File: src/rtl/dncnt256_if.sv
// dncnt256_if: control, preset and count-output bundle for the 8-bit down counter.
// Clk and MR stay plain ports on the counter itself.
interface dncnt256_if;
  logic       PE;
  logic [7:0] D;
  logic       CEP;
  logic       CET;
  logic       MODE;
  logic [3:0] QH;
  logic [3:0] QL;
  logic       B;
  logic       DONE;

  modport master (
    output PE, D, CEP, CET, MODE,
    input  QH, QL, B, DONE
  );

  modport slave (
    input  PE, D, CEP, CET, MODE,
    output QH, QL, B, DONE
  );
endinterface

File: src/rtl/dncnt256.sv
// dncnt256: 8-bit presettable down counter built from two 4-bit nibbles.
// Active-low synchronous load, dual count enables, borrow output gated by CET,
// selectable wrap / stop-at-zero, and a sticky countdown-complete flag.
module dncnt256 (
  input  logic        Clk,
  input  logic        MR,
  dncnt256_if.slave   bus
);

  logic [3:0] r_qh;
  logic [3:0] r_ql;
  logic       r_done;

  logic w_cnt_en;
  logic w_zero;
  logic w_one;

  assign w_cnt_en = bus.CEP & bus.CET;
  assign w_zero   = (r_qh == 4'h0) && (r_ql == 4'h0);
  assign w_one    = (r_qh == 4'h0) && (r_ql == 4'h1);

  // Load / decrement / hold with async clear; high nibble borrows when low nibble is zero.
  always_ff @(posedge Clk or negedge MR) begin
    if (!MR) begin
      r_qh   <= '0;
      r_ql   <= '0;
      r_done <= 1'b0;
    end else if (!bus.PE) begin
      r_qh   <= bus.D[7:4];
      r_ql   <= bus.D[3:0];
      r_done <= 1'b0;
    end else if (w_cnt_en) begin
      if (w_zero) begin
        // At zero only MODE matters: wrap to 0xFF or hold; DONE untouched either way.
        if (!bus.MODE) begin
          r_qh <= '1;
          r_ql <= '1;
        end
      end else begin
        r_ql <= r_ql - 4'h1;
        if (r_ql == 4'h0) begin
          r_qh <= r_qh - 4'h1;
        end
        if (w_one) begin
          r_done <= 1'b1;
        end
      end
    end
  end

  assign bus.QH   = r_qh;
  assign bus.QL   = r_ql;
  assign bus.DONE = r_done;
  assign bus.B    = bus.CET & w_zero;

endmodule

File: src/flat_wrapper.sv
// flat-port wrapper written by rule: the top's interface ports become plain ports
module dncnt256_flat 
  (Clk, MR, bus_PE, bus_D, bus_CEP, bus_CET, bus_MODE, bus_QH, bus_QL, bus_B, bus_DONE);
  dncnt256_if bus_i ();
  input  logic Clk;
  input  logic MR;
  input wire logic [$bits(bus_i.PE)-1:0] bus_PE;
  input wire logic [$bits(bus_i.D)-1:0] bus_D;
  input wire logic [$bits(bus_i.CEP)-1:0] bus_CEP;
  input wire logic [$bits(bus_i.CET)-1:0] bus_CET;
  input wire logic [$bits(bus_i.MODE)-1:0] bus_MODE;
  output wire logic [$bits(bus_i.QH)-1:0] bus_QH;
  output wire logic [$bits(bus_i.QL)-1:0] bus_QL;
  output wire logic [$bits(bus_i.B)-1:0] bus_B;
  output wire logic [$bits(bus_i.DONE)-1:0] bus_DONE;
  assign bus_i.PE = bus_PE;
  assign bus_i.D = bus_D;
  assign bus_i.CEP = bus_CEP;
  assign bus_i.CET = bus_CET;
  assign bus_i.MODE = bus_MODE;
  assign bus_QH = bus_i.QH;
  assign bus_QL = bus_i.QL;
  assign bus_B = bus_i.B;
  assign bus_DONE = bus_i.DONE;
  dncnt256 u_core (.Clk(Clk), .MR(MR), .bus(bus_i));
endmodule
File: config.mk
export PLATFORM = sky130hd
export DESIGN_NAME = dncnt256_flat
export DESIGN_NICKNAME = d
export VERILOG_FILES = /design/src/rtl/dncnt256_if.sv /design/src/rtl/dncnt256.sv /design/src/flat_wrapper.sv
export SDC_FILE = /design/constraint.sdc
export NUM_CORES = 1
export LEC_CHECK = 0
export ABC_AREA = 1
export CAP_MARGIN = 25
export CORE_MARGIN = 2
export CORE_UTILIZATION = 35
export CTS_CLUSTER_SIZE = 25
export DETAILED_ROUTE_END_ITERATION = 8
export GPL_ROUTABILITY_DRIVEN = 1
export PLACE_DENSITY = 0.76
export SLEW_MARGIN = 5
export SYNTH_ARGS = -nofsm -noshare
export SYNTH_HDL_FRONTEND = slang
export SYNTH_SLANG_ARGS = --single-unit
export TNS_END_PERCENT = 20
File: constraint.sdc
create_clock -name Clk -period 1.3 [get_ports Clk]
set_input_delay 0.13 -clock Clk [delete_from_list [all_inputs] [get_ports Clk]]
set_output_delay 0.13 -clock Clk [all_outputs]
set_load 0.02 [all_outputs]
==> metrics.txt, run 1 <==
worst path buffer plus inverter count=2; Post-synth EDFFs=0; final worst setup slack=-0.193 ns; core area=0.00176 mm²; DP Cell Count=168; PwrDens=1280 mW/mm²; asr flop ratio synth=1.00; Nets=168; Die Wd=47.9 µm; clock slew at reported path FFs=0.07 ns; crit path cell chain=inv_2 > ha_4 > nand2_4 > nor2_4 > nand2_4 > nor2_2 > buf_4; total die area=0.00229 mm²; floorplan row count=15; first-pass GRT wire length=2950 µm; worst rel slew slack=0.701; GRT Overall Usage=0.187; total power draw=1470 µW; Req. time, crit path=1.17 ns; Pre-antenna DRT Iters=4; cell area after synthesis=674 µm²; kind of cell adding the most delay to the critical path=flip-flops; Setup-failing EPs final=10; crit path time final=1.49 ns; root buffer cell=clkbuf_4; count leader, synth=nand2_1; Inserted Clock Buffers=3; RSZ-0062 raised after global routing=true; number of fill cells=169; DRC Markers=0; Slew Viols, Final=0; cell mode on critical path=nand2_4; Synth Register Bits=9; failing checks=setup timing; GRT overflow=0; Final Hold Fails=0; routed vias=791; Mapped Nets=120; routability congestion estimate=0.855; Synth cell types=17; DPL Wire Length=1460 µm; top-area cell type share of the netlist area=0.334; synth top area cells=dfrtp_1, nand2_1, nor2_1; top cell type by total area after synthesis=dfrtp_1; pre-CTS worst setup slack=-0.357 ns; fraction of layout cells with a size suffix above 1=0.347; setup TNS=-1.32 ns; Leakage=0.000613 µW; Area after DPL=0.00111 mm²; Hold Buf Count CTS=0; post-route insts no fill=175; largest net degree at the start of global routing=10; CTS Sinks=9; Initial Util=0.382; fmax=670 MHz; # IOs=24; DRT iter0 DRCs=18; post-route clock period utilization=1.15; top cells by count, synth=nand2_1, nor2_1, inv_1; FF-to-FF path depth=10; CTS Buffer Depth=2; syn avg cell area=6.55 µm²; CTS tree=done; Worst path depth=7; worst stage delay on the critical path=0.41 ns; crit path DAT=1.36 ns; synth warn=0; WL/cell=10.6 µm; worst hold-check path type=in2async; H-tree depth=1; status=finished, violations left; CP max stage cell=dfrtp_2; worst setup path category=reg2out; initial antenna violation count=0; vias in the first global route=714; # diodes=0; post-synthesis sequential area ratio=0.334; Area Growth Syn to Fin=71.4%; Worst Setup SP=u_core.bus.QH[0]; Post-Synthesis Cells=103; port bufs=23; post-route cell area=0.00116 mm²; die span in y=47.9 µm; final wirelength=1860 µm; Max-Cap Viols=0; vias per cell=4.52; VDD IR max=0.769 mV; Post-Route Skew=0.00513 ns; top_reg_cell synth=dfrtp_1; CP Max Fanout=2; worst skew pair latency=0.27 ns; Worst setup EP type=primary output; Antenna Violating Nets Remaining=0; crit start category=flip-flop; worst r2r src=u_core.bus.QH[0]; Worst-Margin Slew=0.448 ns
==> cell usage in the layout, fill, tap and decap left out, types with 2 or more instances in the layout <==
cell / count
nand2_1: 37
buf_4: 21
clkdlybuf4s50_1: 13
nor2_1: 10
inv_2: 8
dlygate4sd2_1: 7
inv_1: 6
dfrtp_1: 5
nand3_1: 4
dfrtp_2: 4
nand2_2: 3
nor2_4: 3
nand2_4: 3
nand3b_1: 3
o21ai_0: 3
nand4_1: 3
o21ai_1: 3
clkbuf_4: 3
nor2_2: 2
ha_4: 2
==> report_power, final <==
part	internal, µW	switching (µW)
Clock	119	110
Combinational	412	441
Sequential	346	46.7
Total	877	598
==> per-layer routing <==
metal,GRT usage,share of wire,vias to the layer above,wire [µm]
met5,0,0,-,0
li1,-,-,414,-
met2,0.320,0.51,21,948
met3,0.0717,0.049,2,91
met4,0.0378,0.0054,0,10
met1,0.224,0.44,354,810
==> state kept, by name (all words and copies together) (netlist names) <==
name / cells
u_core.bus.DONE: 1
u_core.bus.QL: 4
u_core.bus.QH: 4
==> final timing paths <==
check / end / slack [ns]
max in group asynchronous: u_core.bus.QL[1] / 0.79
min in group Clk: u_core.bus.QH[2] / 0.50
worst max register to register: u_core.bus.QL[3] / -0.16
worst min register to register: u_core.bus.DONE / 0.52
worst min-delay path: u_core.bus.QH[2] / 0.17
worst max-delay path: bus_B / -0.19
==> layout make-up <==
| class | instances | area [µm²] | area share |
|---|---|---|---|
| multi-input combinational | 79 | 440 | 0.381 |
| inverter | 14 | 52.6 | 0.0455 |
| sequential | 9 | 230 | 0.199 |
| tap | 25 | 31.3 | 0.0271 |
| clock buffer | 4 | 26.3 | 0.0227 |
| timing repair buffer | 44 | 375 | 0.325 |
==> cells by family (layout without fill, tap and decap cells) <==
logic type | Yosys count | after routing | synth area share
flip-flops | 9 | 9 | 0.334
buffers and inverters | 15 | 62 | 0.0946
AO/OA/AOI/OAI | 7 | 7 | 0.0519
AND/OR/NAND/NOR | 69 | 69 | 0.464
adder cells (fa/ha/maj) | 3 | 3 | 0.0557
==> per-stage QoR <==
| step | utilization | hold WS, ns |
|---|---|---|
| floorplan | - | -0.166 |
| detailed placement | 0.629 | 0.476 |
| global route | 0.655 | 0.194 |
| finish | 0.655 | 0.172 |
| global placement | 0.629 | 0.480 |
| CTS | 0.639 | 0.185 |
==> worst register-to-register path: stages (launching register included) <==
cell	delay, ns
dfrtp_2	0.41
inv_2	0.08
ha_4	0.14
nand2_4	0.05
nor2_4	0.15
buf_6	0.12
nand3b_1	0.10
nand2_2	0.14
buf_4	0.12
nand2_1	0.04
nand2_1	0.05
==> timing repair <==
| action | CTS | global route |
|---|---|---|
| gates resized for setup | 15 | 5 |
| setup endpoints to repair | 18 | 12 |
| pin swaps | 2 | 12 |
| buffers inserted | 0 | 3 |
No activity file was read; power rests on OpenSTA's default activity.
==> run 2, diff against run 1 <==
CTS_CLUSTER_DIAMETER = 150   (was unset)
==> results of run 2 <==
No change in the layout: final DEF, timing and power equal those of run 1.
